--- src/rtl/act_unit_pipe.sv ---
// Two-stage valid/ready activation stage over CH signed fixed-point lanes.
// Stage 1 captures the beat and its mode. Stage 2 holds the activated lanes and the zero mask.
module act_unit_pipe #(
  parameter int unsigned N          = 16,
  parameter int unsigned Q          = 12,
  parameter int unsigned CH         = 4,
  parameter int unsigned LEAK_SHIFT = 3,
  parameter int unsigned CLIP_VAL   = 6 << Q
) (
  input  logic            clk,
  input  logic            reset,
  input  logic [1:0]      mode,
  input  logic            in_valid,
  output logic            in_ready,
  input  logic [CH*N-1:0] in_data,
  output logic            out_valid,
  input  logic            out_ready,
  output logic [CH*N-1:0] out_data,
  output logic [CH-1:0]   out_zero_mask
);

  localparam int unsigned W = CH * N;
  localparam logic signed [N-1:0] CLIP_S = N'(CLIP_VAL);

  typedef enum logic [1:0] {
    MODE_BYPASS = 2'd0,
    MODE_RELU   = 2'd1,
    MODE_LEAKY  = 2'd2,
    MODE_CLIP   = 2'd3
  } act_mode_e;

  logic            v1_q, v1_d;
  logic            v2_q, v2_d;
  act_mode_e       mode1_q, mode1_d;
  logic [W-1:0]    data1_q, data1_d;
  logic [W-1:0]    data2_q, data2_d;
  logic [CH-1:0]   mask2_q, mask2_d;
  logic [W-1:0]    act_data;
  logic [CH-1:0]   act_mask;
  logic            in_fire, adv2, out_fire;

  // One lane of activation; the sign bit picks the negative-input branch.
  function automatic logic signed [N-1:0] act_lane(input logic signed [N-1:0] x,
                                                   input act_mode_e m);
    logic signed [N-1:0] y;
    y = x;
    case (m)
      MODE_RELU:  if (x[N-1]) y = '0;
      MODE_LEAKY: if (x[N-1]) y = x >>> LEAK_SHIFT;
      MODE_CLIP: begin
        if (x[N-1])          y = '0;
        else if (x > CLIP_S) y = CLIP_S;
      end
      default:    y = x;
    endcase
    return y;
  endfunction

  // Per-lane activation and zero detection on the stage-1 beat.
  always_comb begin
    act_data = '0;
    act_mask = '0;
    for (int k = 0; k < int'(CH); k++) begin
      act_data[k*N +: N] = act_lane(data1_q[k*N +: N], mode1_q);
      act_mask[k]        = (act_data[k*N +: N] == '0);
    end
  end

  // Handshake and next-state; ready stays high while reset is held.
  always_comb begin
    in_ready = reset || !v1_q || !v2_q || out_ready;
    in_fire  = in_valid && in_ready;
    adv2     = v1_q && (!v2_q || out_ready);
    out_fire = v2_q && out_ready;

    v1_d    = v1_q;
    v2_d    = v2_q;
    mode1_d = mode1_q;
    data1_d = data1_q;
    data2_d = data2_q;
    mask2_d = mask2_q;

    if (in_fire) begin
      v1_d    = 1'b1;
      mode1_d = act_mode_e'(mode);
      data1_d = in_data;
    end else if (adv2) begin
      v1_d = 1'b0;
    end

    if (adv2) begin
      v2_d    = 1'b1;
      data2_d = act_data;
      mask2_d = act_mask;
    end else if (out_fire) begin
      v2_d = 1'b0;
    end
  end

  always_ff @(posedge clk) begin
    if (reset) begin
      v1_q    <= 1'b0;
      v2_q    <= 1'b0;
      mode1_q <= MODE_BYPASS;
      data1_q <= '0;
      data2_q <= '0;
      mask2_q <= '0;
    end else begin
      v1_q    <= v1_d;
      v2_q    <= v2_d;
      mode1_q <= mode1_d;
      data1_q <= data1_d;
      data2_q <= data2_d;
      mask2_q <= mask2_d;
    end
  end

  assign out_valid     = v2_q;
  assign out_data      = data2_q;
  assign out_zero_mask = mask2_q;

endmodule

--- config.mk ---
export PLATFORM = sky130hd
export DESIGN_NAME = act_unit_pipe
export DESIGN_NICKNAME = d
export VERILOG_FILES = /design/src/rtl/act_unit_pipe.sv
export SDC_FILE = /design/constraint.sdc
export NUM_CORES = 1
export LEC_CHECK = 0
export ABC_AREA = 1
export CAP_MARGIN = 40
export CORE_ASPECT_RATIO = 1.5
export CORE_MARGIN = 4
export CORE_UTILIZATION = 50
export CTS_CLUSTER_DIAMETER = 80
export DETAILED_ROUTE_END_ITERATION = 8
export GPL_ROUTABILITY_DRIVEN = 0
export PLACE_DENSITY = 0.78
export SETUP_SLACK_MARGIN = 0.05
export SKIP_CTS_REPAIR_TIMING = 1
export SYNTH_ARGS = -nofsm -noshare
export SYNTH_HDL_FRONTEND = slang
export SYNTH_SLANG_ARGS = --single-unit
--- constraint.sdc ---
create_clock -name clk -period 1.8 [get_ports clk]
set_input_delay 0.18 -clock clk [delete_from_list [all_inputs] [get_ports clk]]
set_output_delay 0.18 -clock clk [all_outputs]
set_load 0.03 [all_outputs]
==> flow_summary_export.csv, run 1 <==
group,metric,value,unit
clock_tree,path_clk_slew,0.06,ns
yosys,synthesis.area,6910,sq um
sta,clock.fmax,568,MHz
yosys,synth_warnings,0,
placement,placed_area,9150,sq um
sta,rsz0062_at_grt,"true",
final_layout,diodes,0,
yosys,synth_common_cells,"234 x nor2_1, 188 x nand2_1, 154 x o21ai_0, 136 x dfxtp_1, 108 x inv_1",
drt,wl_per_cell,16.3,um
yosys,avgSynthCellArea,6.34,sq um
critical_path,slowest_stage,"dfxtp_4",
sta,finClkSkew,0.00949,ns
sta,timing.final.crit_share,97.7,%
global_routing,grtUsageTotal,27.3,%
final_layout,syn2layout_area_growth,49.9,%
drt,wl,24100,um
sta,maxSlewViolCount,0,
sta,tightest_slew,0.411,ns
clock_tree,root_buffer,"clkbuf_16",
critical_path,crit_arrival,2.11,ns
placement,pre_cts_slack,-0.164,ns
min_path,hold_class,"input port to flop",
drt,ant_nets,0,
drt,routed_via_density,5.58,
sta,slew_headroom,72.6,%
critical_path,path_buf_inv,4,
global_routing,grt_max_degree,66,
floorplan,core-area,13500,sq um
critical_path,critPathLaunchType,"flop",
yosys,syn_nets,1160,
drt,drc,0,
critical_path,cp_top_family,"buffers and inverters",
yosys,synthCells,1090,
global_routing,grt_pass1_wl,35700,um
floorplan,dieHeight,152,um
critical_path,cp.required,2.16,ns
global_routing,grt.overflow.total,0,
final_layout,finalInstanceArea,10400,sq um
pwr,p_per_area,900,nW/um^2
final_layout,drive_gt1_share,18.8,%
floorplan,ios,140,
yosys,seq_area_frac_synth,39.4,%
critical_path,crit_chain,"buf_6 > nor2_4 > buf_4 > buf_12 > o21ai_0 > o31ai_1 > nor2_1 > inv_1 > nand2_1 > nor2_1 > nand2_1 > a21oi_2",
drt,drt_iter0_markers,858,
yosys,synth.top_cells.by_area,"dfxtp_1 39%, nor2_1 13%, o21ai_0 11%",
clock_tree,htreeDepth,4,
sta,hold_viol_final,0,
critical_path,max_stage_delay,0.36,ns
drt,vias,8274,
yosys,synth-edff-count,0,
yosys,ys_types,30,
sta,setup_viol,0,
critical_path,end_kind,"flop",
global_routing,grt_pass1_vias,7779,
critical_path,critPathMaxFanout,20,
floorplan,dieArea,15800,sq um
floorplan,start_util,51.1,%
floorplan,rows,52,
floorplan,die_w,104,um
critical_path,worstSetupPathType,"flop to flop",
clock_tree,clkSinkCount,136,
status,status,"finished clean",
yosys,yosysMostFrequentCell,"nor2_1",
global_routing,antenna_found_initial,0,
placement,io_buffers,139,
yosys,ys.flop_type,"dfxtp_1",
clock_tree,cts_tree,"done",
yosys,yosys.area.top_type,"dfxtp_1",
drt,first_pass_iters,6,
final_layout,final_nets,1379,
sta,setup_slack,0.0409,ns
clock_tree,clockBufferDepth,2,
clock_tree,cts_buffers,17,
clock_tree,clk_latency,0.42,ns
yosys,synth-seq-cells,136,
pwr,power_leakage,0.00476,uW
final_layout,fill_cells,991,
yosys,netlist.area_leader.share,39.4,%
yosys,async_flop_share,0,%
pwr,ir_drop,612,uV
placement,dp_hpwl,15900,um
run,maxCapViolCount,0,
sta,fin_crit,1.76,ns
==> metal layers <==
| layer | routed length, um | up-vias | part of all wire, % | GRT usage [%] |
|---|---|---|---|---|
| met1 | 8550 | 3729 | 35 | 29.1 |
| met2 | 12600 | 477 | 52 | 49.6 |
| li1 | - | 3955 | - | - |
| met4 | 1310 | 0 | 5.4 | 17.0 |
| met5 | 0 | - | 0 | 0 |
| met3 | 1630 | 113 | 6.8 | 4.63 |
==> path summary, 6_finish.rpt <==
path / startpoint / slack, ns / endpoint / depth (start not counted)
worst max-delay path: mode1_q[1] / 0.04 / out_zero_mask[3] / 12
worst min-delay path: in_data[19] / 0.35 / data1_q[19] / 3
worst max register to register: mode1_q[1] / 0.04 / out_zero_mask[3] / 12
worst min register to register: out_zero_mask[0] / 0.47 / out_zero_mask[0] / 2
==> final cells by class <==
cell class / count / area (sq um) / share of cell area, %
Tap cell: 162 / 203 / 1.96
Multi-Input combinational cell: 771 / 3690 / 35.7
Timing Repair Buffer: 269 / 2670 / 25.7
Sequential cell: 136 / 2750 / 26.5
Clock buffer: 20 / 467 / 4.50
Inverter: 114 / 445 / 4.30
Clock inverter: 12 / 140 / 1.35
==> worst min-delay path, stage by stage <==
cell	delay, ns
clkdlybuf4s50_1	0.40
nor2_1	0.10
nor2_1	0.05
==> cell families after synthesis <==
kind of cell | count (synthesis) | synth area share (%)
and+or+nand+nor | 524 | 30.8
DFF | 136 | 39.4
buffers and inverters | 185 | 11.1
AOI/OAI and AO/OA | 245 | 18.7
==> where the power goes <==
part	total, uW	internal [uW]	switching, uW	leakage [uW]
Clock	3570	2170	1400	0.000290
Sequential	3400	3230	171	0.00113
Combinational	2350	1040	1310	0.00334
Total	9330	6450	2880	0.00476
==> sequential cells by signal (all words and copies together), names as in the netlist <==
name / count
mode1_q: 2
data1_q: 64
out_data: 64
out_zero_mask: 4
v1_q: 1
out_valid: 1
==> cells in the final DEF (no fill, tap or decap), drive strengths merged <==
| cell | count |
|---|---|
| nand4 | 5 |
| nor2 | 240 |
| nand2 | 189 |
| a21oi | 58 |
| clkdlybuf4s50 | 138 |
| nand3b | 4 |
| o21ai | 157 |
| o21a | 1 |
| o22ai | 5 |
| o211ai | 16 |
| clkinv | 5 |
| clkbuf | 26 |
| dfxtp | 136 |
| clkinvlp | 3 |
| a31oi | 3 |
| a21boi | 1 |
| a221oi | 3 |
| inv | 116 |
| nor3b | 2 |
| bufinv | 2 |
| nor3 | 25 |
| o31ai | 1 |
| nand3 | 61 |
| buf | 125 |
==> metrics by stage <==
step	TNS, ns	utilization (%)	total power, uW	cells	hold WS, ns
6_report	0	76.6	9330	1484	0.348
5_1_grt	-0.192	76.6	9680	1484	0.353
4_1_cts	-0.159	72.1	9020	1466	0.346
3_5_place_dp	-5.96	67.6	5490	1434	0.457
3_3_place_gp	-2.78	67.6	5460	1434	0.453
2_1_floorplan	0	-	4570	1090	0.315
Note: power is estimated with default switching activity, not from simulation.
==> run 2: changes to the inputs <==
Settings changed: CELL_PAD_IN_SITES_DETAIL_PLACEMENT from default to 0, CELL_PAD_IN_SITES_GLOBAL_PLACEMENT from default to 1, CORE_ASPECT_RATIO 1.5 to default, CORE_UTILIZATION 50 to 36, PLACE_DENSITY 0.78 to default, PLACE_DENSITY_LB_ADDON from default to 0.1, SLEW_MARGIN from default to 10.
==> run 2 against run 1 <==
Against the previous run:
- non-clock buffer count rose by 18
- largest power group is now registers
- combinational power down 5%
- clock skew fell by 0.0014 ns
- count of clock-buffer cells in the layout grew 4
- core utilization down 21 points
- critical path depth unchanged
- sequential cell count unchanged
- worst hold slack worse by 0.26 ns
- first-iteration DRC count shrank 47%
- register-to-register slack gained 0.03 ns
- sequential power about the same
- fmax grew 1.7%
==> flow_summary_export.csv, run 2 (synthesized netlist as in run 1, its figures left out) <==
group,metric,value,unit
status,status,"finished clean",
drt,routed_via_density,4.82,
critical_path,critPathLaunchType,"flop",
critical_path,r2r-start,"data1_q[31]",
sta,slew_headroom,69.4,%
critical_path,startpoint,"data1_q[31]",
critical_path,reg2reg_depth,12,
pwr,ir_drop,663,uV
final_layout,final_common_cell,"nor2_1",
min_path,min_path_cells,4,
drt,wl_per_cell,14.3,um
clock_tree,clockBufferDepth,2,
final_layout,layout_common_cells,"225 x nor2_1, 175 x nand2_1, 151 x o21ai_0, 137 x clkdlybuf4s50_1, 129 x buf_4",
critical_path,cp.required,2.16,ns
floorplan,ios,140,
critical_path,critPathMaxFanout,6,
critical_path,slowest_stage,"dfxtp_4",
placement,dp_hpwl,15800,um
final_layout,diodes,0,
critical_path,worstSetupPathType,"flop to flop",
floorplan,rows,50,
clock_tree,root_buffer,"clkbuf_16",
placement,io_buffers,139,
sta,finClkSkew,0.00809,ns
clock_tree,cts_buffers,17,
global_routing,grt_max_degree,59,
run,maxCapViolCount,0,
clock_tree,clk_latency,0.43,ns
global_routing,grt.overflow.total,0,
final_layout,fill_cells,1880,
global_routing,grt_pass1_vias,6855,
drt,ant_nets,0,
final_layout,drive_gt1_share,18.6,%
critical_path,max_stage_delay,0.37,ns
final_layout,syn2layout_area_growth,49.7,%
drt,first_pass_iters,5,
critical_path,end_kind,"flop",
critical_path,cp.depth,12,
drt,drt_iter0_markers,455,
sta,timing.final.crit_share,96.1,%
drt,drc,0,
floorplan,dieArea,21500,sq um
clock_tree,htreeDepth,4,
pwr,fin_total_pwr,8990,uW
critical_path,setup.worst_path.end,"out_zero_mask[1]",
sta,tightest_slew,0.458,ns
clock_tree,clkSinkCount,136,
global_routing,grt_pass1_wl,35300,um
floorplan,core-area,18800,sq um
clock_tree,cts_tree,"done",
critical_path,r2r-end,"out_zero_mask[1]",
floorplan,dieHeight,147,um
drt,wl,22400,um
sta,rsz0062_at_grt,"true",
final_layout,multi_input_area,3640,sq um
sta,fin_hold_ws,0.0854,ns
global_routing,antenna_found_initial,0,
sta,fin_crit,1.73,ns
critical_path,crit_arrival,2.09,ns
floorplan,start_util,36.8,%
sta,hold_viol_final,0,
pwr,power_leakage,0.00479,uW
sta,clock.fmax,578,MHz
final_layout,final_nets,1395,
sta,maxSlewViolCount,0,
min_path,hold_class,"input port to flop",
critical_path,rrSetupSlack,0.07,ns
global_routing,grtUsageTotal,20.0,%
min_path,worstHoldStart,"reset",
critical_path,path_buf_inv,2,
clock_tree,path_clk_slew,0.06,ns
drt,vias,7580,
final_layout,seqCellArea,2750,sq um
sta,setup_viol,0,
pwr,p_per_area,868,nW/um^2
critical_path,cp_top_family,"simple AND/OR/NAND/NOR gates",
critical_path,crit_chain,"inv_4 > nand2_4 > nor3_4 > nand2_2 > buf_6 > nand3_2 > nand2_2 > nor2_1 > nand2_1 > nor2_1 > nand3_1 > a21oi_1",
floorplan,die_w,147,um
## run 2: cell count changes in the layout (fill, tap and decap cells not counted), moves of 5 or more
| cell | change |
|---|---|
| nor2_2 | -5 |
| buf_4 | +28 |
| nor2_1 | +7 |
| nor3_1 | -6 |
| nand2_2 | -7 |
| nand2_1 | +7 |
| nor3_2 | +6 |
## run 2: area by class of cell
class / count / area share (%)
repair buffers: 287 / 25.9
clock buffers: 24 / 4.75
clock inverters: 8 / 0.677
flip-flops and latches: 136 / 26.5
well taps: 234 / 2.83
inverters: 114 / 4.18
multi-input cells: 769 / 35.1
## run 2: through the flow
step                instance area [sq um]  TNS, ns  worst slack (ns)  utilization, %  cells
detailed placement                   9410    -5.75            -0.162            50.2   1529
floorplan                            6910        0             0.150               -   1090
global route                        10400  -0.0746           -0.0619            55.2   1572
CTS                                  9970   -0.561            -0.339            53.1   1561
finish                              10400        0            0.0706            55.2   1572
global placement                     9410    -6.79            -0.178            50.2   1529
## run 2: worst min path at each step
stage	end	slack, ns
6_report	v1_q	0.09
5_1_grt	v1_q	0.12
4_1_cts	v1_q	0.08
3_5_place_dp	out_zero_mask[0]	0.46
3_3_place_gp	out_data[63]	0.45
2_1_floorplan	data1_q[18]	0.31
## run 2: power breakdown
group | total, uW | internal (uW) | switching [uW]
logic | 2240 | 1020 | 1220
registers | 3380 | 3230 | 146
clock network | 3360 | 2030 | 1330
total | 8990 | 6290 | 2700
## run 2: per-layer routing
layer  vias up  track usage (%)  share of wire (%)
met4         0             5.93                1.6
met5         -                0                  0
met2       173             31.3                 45
met1      3405             28.0                 49
met3        29             3.91                4.2
li1       3973                -                  -
## run 2: worst reg2reg max path: stages (launching register included)
cell	delay, ns
dfxtp_4	0.37
inv_4	0.08
nand2_4	0.05
nor3_4	0.18
nand2_2	0.10
buf_6	0.15
nand3_2	0.06
nand2_2	0.06
nor2_1	0.11
nand2_1	0.10
nor2_1	0.11
nand3_1	0.13
a21oi_1	0.15
